<file path="config.mk">
export PLATFORM = sky130hd
export DESIGN_NAME = telemetry_framer
export DESIGN_NICKNAME = d
export VERILOG_FILES = /design/src/rtl/telemetry_framer.sv
export SDC_FILE = /design/constraint.sdc
export NUM_CORES = 1
export LEC_CHECK = 0
export CAP_MARGIN = 20
export CORE_UTILIZATION = 49
export CTS_CLUSTER_SIZE = 16
export DETAILED_ROUTE_END_ITERATION = 7
export GPL_TIMING_DRIVEN = 0
export PLACE_DENSITY = 0.75
export SKIP_CTS_REPAIR_TIMING = 1
export SLEW_MARGIN = 20
export SYNTH_ARGS = -nofsm -noshare
export SYNTH_HDL_FRONTEND = slang
export SYNTH_SLANG_ARGS = --single-unit
</file>
<file path="constraint.sdc">
create_clock -name i_clk -period 4.3 [get_ports i_clk]
set_input_delay 0.86 -clock i_clk [delete_from_list [all_inputs] [get_ports i_clk]]
set_output_delay 0.86 -clock i_clk [all_outputs]
set_load 0.02 [all_outputs]
</file>
<file path="src/rtl/telemetry_framer.sv">
// Snapshots WORDS status words and sends them to uart_tx as one packet:
// SYNC, SEQ, LEN, payload (word 0 first, MSB byte first), CHK.
module telemetry_framer #(
   parameter int         WORDS          = 2,
   parameter logic [7:0] SYNC           = 8'hA5,
   parameter int         PERIOD_CYCLES  = 5000000,
   parameter int         TIMEOUT_CYCLES = 100000
) (
   input  logic                 i_clk,
   input  logic                 i_rst_n,
   input  logic [32*WORDS-1:0]  i_words,
   input  logic                 i_force,
   input  logic                 i_tx_active,
   input  logic                 i_tx_done,
   output logic                 o_tx_dv,
   output logic [7:0]           o_tx_byte,
   output logic                 o_busy,
   output logic [7:0]           o_seq,
   output logic [7:0]           o_drop_cnt,
   output logic                 o_timeout_err
);

   localparam int NBYTES = 4*WORDS + 4;
   localparam int PW     = $clog2(PERIOD_CYCLES);
   localparam int TW     = $clog2(TIMEOUT_CYCLES + 1);
   localparam int IW     = $clog2(NBYTES);

   typedef enum logic [1:0] {S_IDLE, S_SNAP, S_ISSUE, S_WAIT} state_t;

   state_t              r_state;
   logic [PW-1:0]       r_period;
   logic                r_pending;
   logic [32*WORDS-1:0] r_buf;
   logic [7:0]          r_sum;
   logic [IW-1:0]       r_idx;
   logic [TW-1:0]       r_wcnt;
   logic                r_tx_dv;
   logic [7:0]          r_tx_byte;
   logic                r_busy;
   logic [7:0]          r_seq;
   logic [7:0]          r_drop;
   logic                r_tmo_err;

   logic                w_wrap;
   logic                w_trig;
   logic                w_last;
   logic [IW-1:0]       w_pidx;
   logic [IW+2:0]       w_bitpos;
   logic [7:0]          w_byte;

   assign w_wrap = (r_period == PW'(PERIOD_CYCLES - 1));
   assign w_trig = w_wrap | i_force;
   assign w_last = (r_idx == IW'(NBYTES - 1));

   always_ff @(posedge i_clk or negedge i_rst_n) begin
      if (!i_rst_n) begin
         r_period <= '0;
      end else if (w_wrap) begin
         r_period <= '0;
      end else begin
         r_period <= r_period + PW'(1);
      end
   end

   // Payload byte p lives at bit 32*(p/4) + 8*(3 - p%4) of the snapshot.
   always_comb begin
      w_pidx   = r_idx - IW'(3);
      w_bitpos = {w_pidx[IW-1:2], ~w_pidx[1:0], 3'b000};
      w_byte   = 8'(r_buf >> w_bitpos);
      if (r_idx == IW'(0)) begin
         w_byte = SYNC;
      end else if (r_idx == IW'(1)) begin
         w_byte = r_seq;
      end else if (r_idx == IW'(2)) begin
         w_byte = 8'(4*WORDS);
      end else if (w_last) begin
         w_byte = 8'(8'd0 - r_sum);
      end
   end

   always_ff @(posedge i_clk or negedge i_rst_n) begin
      if (!i_rst_n) begin
         r_state   <= S_IDLE;
         r_pending <= 1'b0;
         r_buf     <= '0;
         r_sum     <= '0;
         r_idx     <= '0;
         r_wcnt    <= '0;
         r_tx_dv   <= 1'b0;
         r_tx_byte <= '0;
         r_busy    <= 1'b0;
         r_seq     <= '0;
         r_drop    <= '0;
         r_tmo_err <= 1'b0;
      end else begin
         r_tx_dv <= 1'b0;
         if (w_trig) begin
            if (r_pending && (r_drop != 8'hFF)) begin
               r_drop <= r_drop + 8'd1;
            end
            r_pending <= 1'b1;
         end
         case (r_state)
            // A trigger in IDLE is acted on in the same cycle it is recorded,
            // so the snapshot lands one cycle after the trigger edge.
            S_IDLE: begin
               if (r_pending || w_trig) begin
                  r_state <= S_SNAP;
               end
            end
            S_SNAP: begin
               r_buf     <= i_words;
               r_seq     <= r_seq + 8'd1;
               r_pending <= w_trig;
               r_sum     <= '0;
               r_idx     <= '0;
               r_busy    <= 1'b1;
               r_state   <= S_ISSUE;
            end
            S_ISSUE: begin
               if (!i_tx_active) begin
                  r_tx_byte <= w_byte;
                  r_tx_dv   <= 1'b1;
                  if ((r_idx != IW'(0)) && !w_last) begin
                     r_sum <= r_sum + w_byte;
                  end
                  r_wcnt  <= '0;
                  r_state <= S_WAIT;
               end
            end
            S_WAIT: begin
               if (i_tx_done) begin
                  if (w_last) begin
                     r_busy  <= 1'b0;
                     r_state <= S_IDLE;
                  end else begin
                     r_idx   <= r_idx + IW'(1);
                     r_state <= S_ISSUE;
                  end
               end else if (r_wcnt == TW'(TIMEOUT_CYCLES - 1)) begin
                  r_tmo_err <= 1'b1;
                  r_busy    <= 1'b0;
                  r_state   <= S_IDLE;
               end else begin
                  r_wcnt <= r_wcnt + TW'(1);
               end
            end
            default: r_state <= S_IDLE;
         endcase
      end
   end

   assign o_tx_dv       = r_tx_dv;
   assign o_tx_byte     = r_tx_byte;
   assign o_busy        = r_busy;
   assign o_seq         = r_seq;
   assign o_drop_cnt    = r_drop;
   assign o_timeout_err = r_tmo_err;

endmodule

</file>
==> summary.txt <==
Clock tree
  – Root Driver: clkbuf_16
  – CTS Buffer Depth: 2
  – H-tree depth: 4
  – TritonCTS clock tree: yes
  – CTS sink cnt: 146
  – CTS buffer count: 17
  – Clk_lat worst skew: approximately 430 ps
  – Clk slew on worst S/H paths: about 60 ps

Global route
  – Total grt overflow: 0
  – Largest net degree at the start of global routing: 75
  – Tot GR Track Use: 0.2438
  – Initial antenna violation count: 0
  – Vias in the first global route: 5718
  – Global-route wire length before repair: between 20000 and 30000 um

Critical path
  – Cell family with most CP delay: compound AO/OA/AOI/OAI gates
  – Worst Setup SP: r_idx[0]$_DFFE_PN0P_
  – Worst path depth: 18
  – Startpoint Class: flip-flop
  – Critical Path AT: between 4000 and 5000 ps
  – Nature of the critical path endpoint: flip-flop
  – R2r endpoint: r_sum[7]$_DFFE_PN0P_
  – R2R depth: 18
  – Slowest-stage cell, CP: dfrtp_2
  – Crit-path cells: buf_12, buf_12, inv_1, ha_1, buf_6, buf_8, mux4_2, mux2i_2, o21ai_0, a32o_2, ha_1, a21oi_1, nor2b_1, o31a_1, o41ai_2, xor2_1, nor2_1, a211o_1
  – Crit path required time: around 4600 ps
  – Critical Path End: r_sum[7]$_DFFE_PN0P_
  – Bufs and invs on worst path: 5
  – Critical Path Fanout Max: 10
  – Worst reg2reg setup slack: roughly 180 ps
  – R2R Path Start: r_idx[0]$_DFFE_PN0P_
  – Crit path kind: flip-flop to flip-flop
  – CP max stage delay: about 420 ps

Timing
  – Final WS setup: between 150 and 200 ps
  – Final setup fails: 0
  – Period minus WS final: ~4100 ps
  – Crit share post-route: 0.9570
  – Max Slew Vio Count: 0
  – Hold Violations, Final: 0
  – Setup Skew: just under 9 ps
  – Relative slew slack: 0.4349
  – Setup TNS Final: 0 ps
  – Slew @ Worst Pin: approximately 850 ps
  – Fmax: between 200 and 250 MHz

Die
  – CORE AREA: approximately 14000 um2
  – Initial core utilization: 0.5118
  – Row cnt: between 40 and 50
  – Die height: between 100 and 150 um
  – # IOs: 96
  – Area of the die: ~15000 um2
  – Die width: about 120 um

Power and ir drop
  – Pwr per Cell Area: around 720 nW/um2
  – VDD IR-drop max: 0.0003799 V
  – Lkg Pwr: roughly 4.2 nW
  – Overall power: 6.548 mW

Logic synthesis
  – Syn Inst Count: 752
  – Area leader, netlist: dfrtp_1
  – Yosys reg bits: 146
  – YS warnings: 0
  – Area contributors post-synth: dfrtp_1 (51%), nand2_1 (14%), mux4_2 (5.0%)
  – Main synth FF type: dfrtp_1
  – Post-synthesis net count: ~840
  – Register area share after synthesis: 0.5064
  – Unique masters post-synth: 58
  – Synth top area share: 0.5064
  – Netlist Area Pre-Place: about 7200 um2
  – Post-synth ARST share: 1.000
  – Post-synth EDFFs: 0
  – Syn Area/Cell: about 9.6 um2

Routing
  – WL final: 17020 um
  – Antenna viol nets, final: 0
  – Wire per inst: between 15 and 20 um
  – Vias per cell: roughly 5.4
  – Post-route DRC: 0
  – Detailed Route Iter0 Violations: about 320
  – Router iterations before antenna repair: 5
  – Via count: 5746

Hold path
  – Min-delay worst type: primary input to asynchronous set/reset pin

Layout
  – Diode count: 0
  – Most frequent cells in the layout: nand2_1 (266), dfrtp_1 (145), clkdlybuf4s50_1 (94), nor2_1 (49), xor2_1 (29)
  – Util after Layout: 0.6475
  – Design area: just over 9000 um2
  – P&R area growth vs syn: 26.52%
  – Share of layout cells above drive strength 1: 0.09978
  – Commonest non-fill, non-tap cell in the layout: nand2_1
  – Nets: 965
  – Fillers: 1180

Placed design
  – PortBufs: 95
  – Placed cell area: 8423 um2
  – Pre-CTS setup slack: -764.2 ps
  – Detailed placement HPWL: roughly 12000 um
  – GPL Wtd Cong: slightly below 0.9

Flow run
  – Max-Cap Viols: 0

Run status
  – Status: complete, no violations
-- worst register-to-register path, stage by stage, from the launching register on --
cell and delay (ps):
dfrtp_2 420, buf_12 150, buf_12 150, inv_1 80, ha_1 300, buf_6 160
buf_8 160, mux4_2 340, mux2i_2 210, o21ai_0 140, a32o_2 300, ha_1 280
a21oi_1 140, nor2b_1 80, o31a_1 270, o41ai_2 310, xor2_1 200, nor2_1 70
a211o_1 260
-- worst min path at each step --
stage / slack, ps / endpoint / from / cells after the start
after floorplan: 440 / r_period[4]$_DFF_PN0_ / r_period[4]$_DFF_PN0_ / 1
after global placement: 450 / o_timeout_err$_DFFE_PN0P_ / o_timeout_err$_DFFE_PN0P_ / 1
after detailed placement: 450 / o_timeout_err$_DFFE_PN0P_ / o_timeout_err$_DFFE_PN0P_ / 1
after CTS: 420 / r_period[19]$_DFF_PN0_ / i_rst_n / 1
after global routing: 430 / r_period[12]$_DFF_PN0_ / i_rst_n / 1
final: 400 / r_period[12]$_DFF_PN0_ / i_rst_n / 1
-- registers in the layout (all words and copies together) (netlist names) --
name and flops:
o_busy 1, o_drop_cnt 8, o_seq 8, o_timeout_err 1
o_tx_byte 8, o_tx_dv 1, r_buf 64, r_idx 4
r_pending 1, r_period 23, r_state 2, r_sum 8
r_wcnt 17
-- cell usage after synthesis, types with 2 or more instances --
cell type  instances
o221ai_1           2
or4bb_1            2
and3_1            11
mux2i_1           10
inv_1              6
a32o_1             2
xor2_1            29
ha_1              16
a21o_1             3
clkbuf_1          24
nand4_1            9
o31ai_1            5
mux2_2             7
nor4_1             2
or3_1              5
mux4_2            16
nand3_1           22
a21oi_1           19
nor2b_1            4
buf_2              4
nor3_1             8
a211o_1            2
o22ai_1            3
or2_2              2
and4_1             5
nor2_1            49
buf_4              2
o21ai_0           13
a22o_1             2
nand2b_1           3
nand2_1          266
xnor2_1           28
dfrtp_1          146
-- where the power goes --
group	leakage (nW)	switching [mW]	internal [mW]	total, mW
sequential	1.81	0.336	1.84	2.18
combinational	2.15	1.56	1.41	2.98
clock	0.257	0.587	0.807	1.39
total	4.22	2.49	4.06	6.55
-- logic make-up after synthesis --
group | after synthesis | synth area share
XOR/XNOR | 58 | 0.07145
multiplexers | 33 | 0.07475
adder cells (fa/ha/maj) | 17 | 0.03052
buffers and inverters | 39 | 0.02306
AND/OR/NAND/NOR | 398 | 0.2383
flip-flops | 146 | 0.5064
AO/OA/AOI/OAI | 61 | 0.05550
-- area by class of cell --
type | instances | area (um2) | area share
Buffer | 32 | 178.9 | 0.01960
Clock buffer | 19 | 442.9 | 0.04853
Clock inverter | 13 | 112.6 | 0.01234
Inverter | 7 | 26.28 | 0.002879
Multi-Input combinational cell | 567 | 3413 | 0.3740
Sequential cell | 146 | 3655 | 0.4004
Tap cell | 180 | 225.2 | 0.02467
Timing Repair Buffer | 108 | 1074 | 0.1176
-- per-stage QoR --
stage | hold WS, ps | instances
6_report | 396.3 | 1072
5_1_grt | 434.1 | 1072
4_1_cts | 417.1 | 1060
3_5_place_dp | 451.2 | 1028
3_3_place_gp | 448.4 | 1027
2_1_floorplan | 438.0 | 752
-- per-layer routing --
layer,GRT usage,routed length (um)
met5,0,0
met4,0.09036,278
met3,0.05166,926
met2,0.3966,8214
met1,0.3208,7599
No activity file was read; power rests on OpenSTA's default activity.
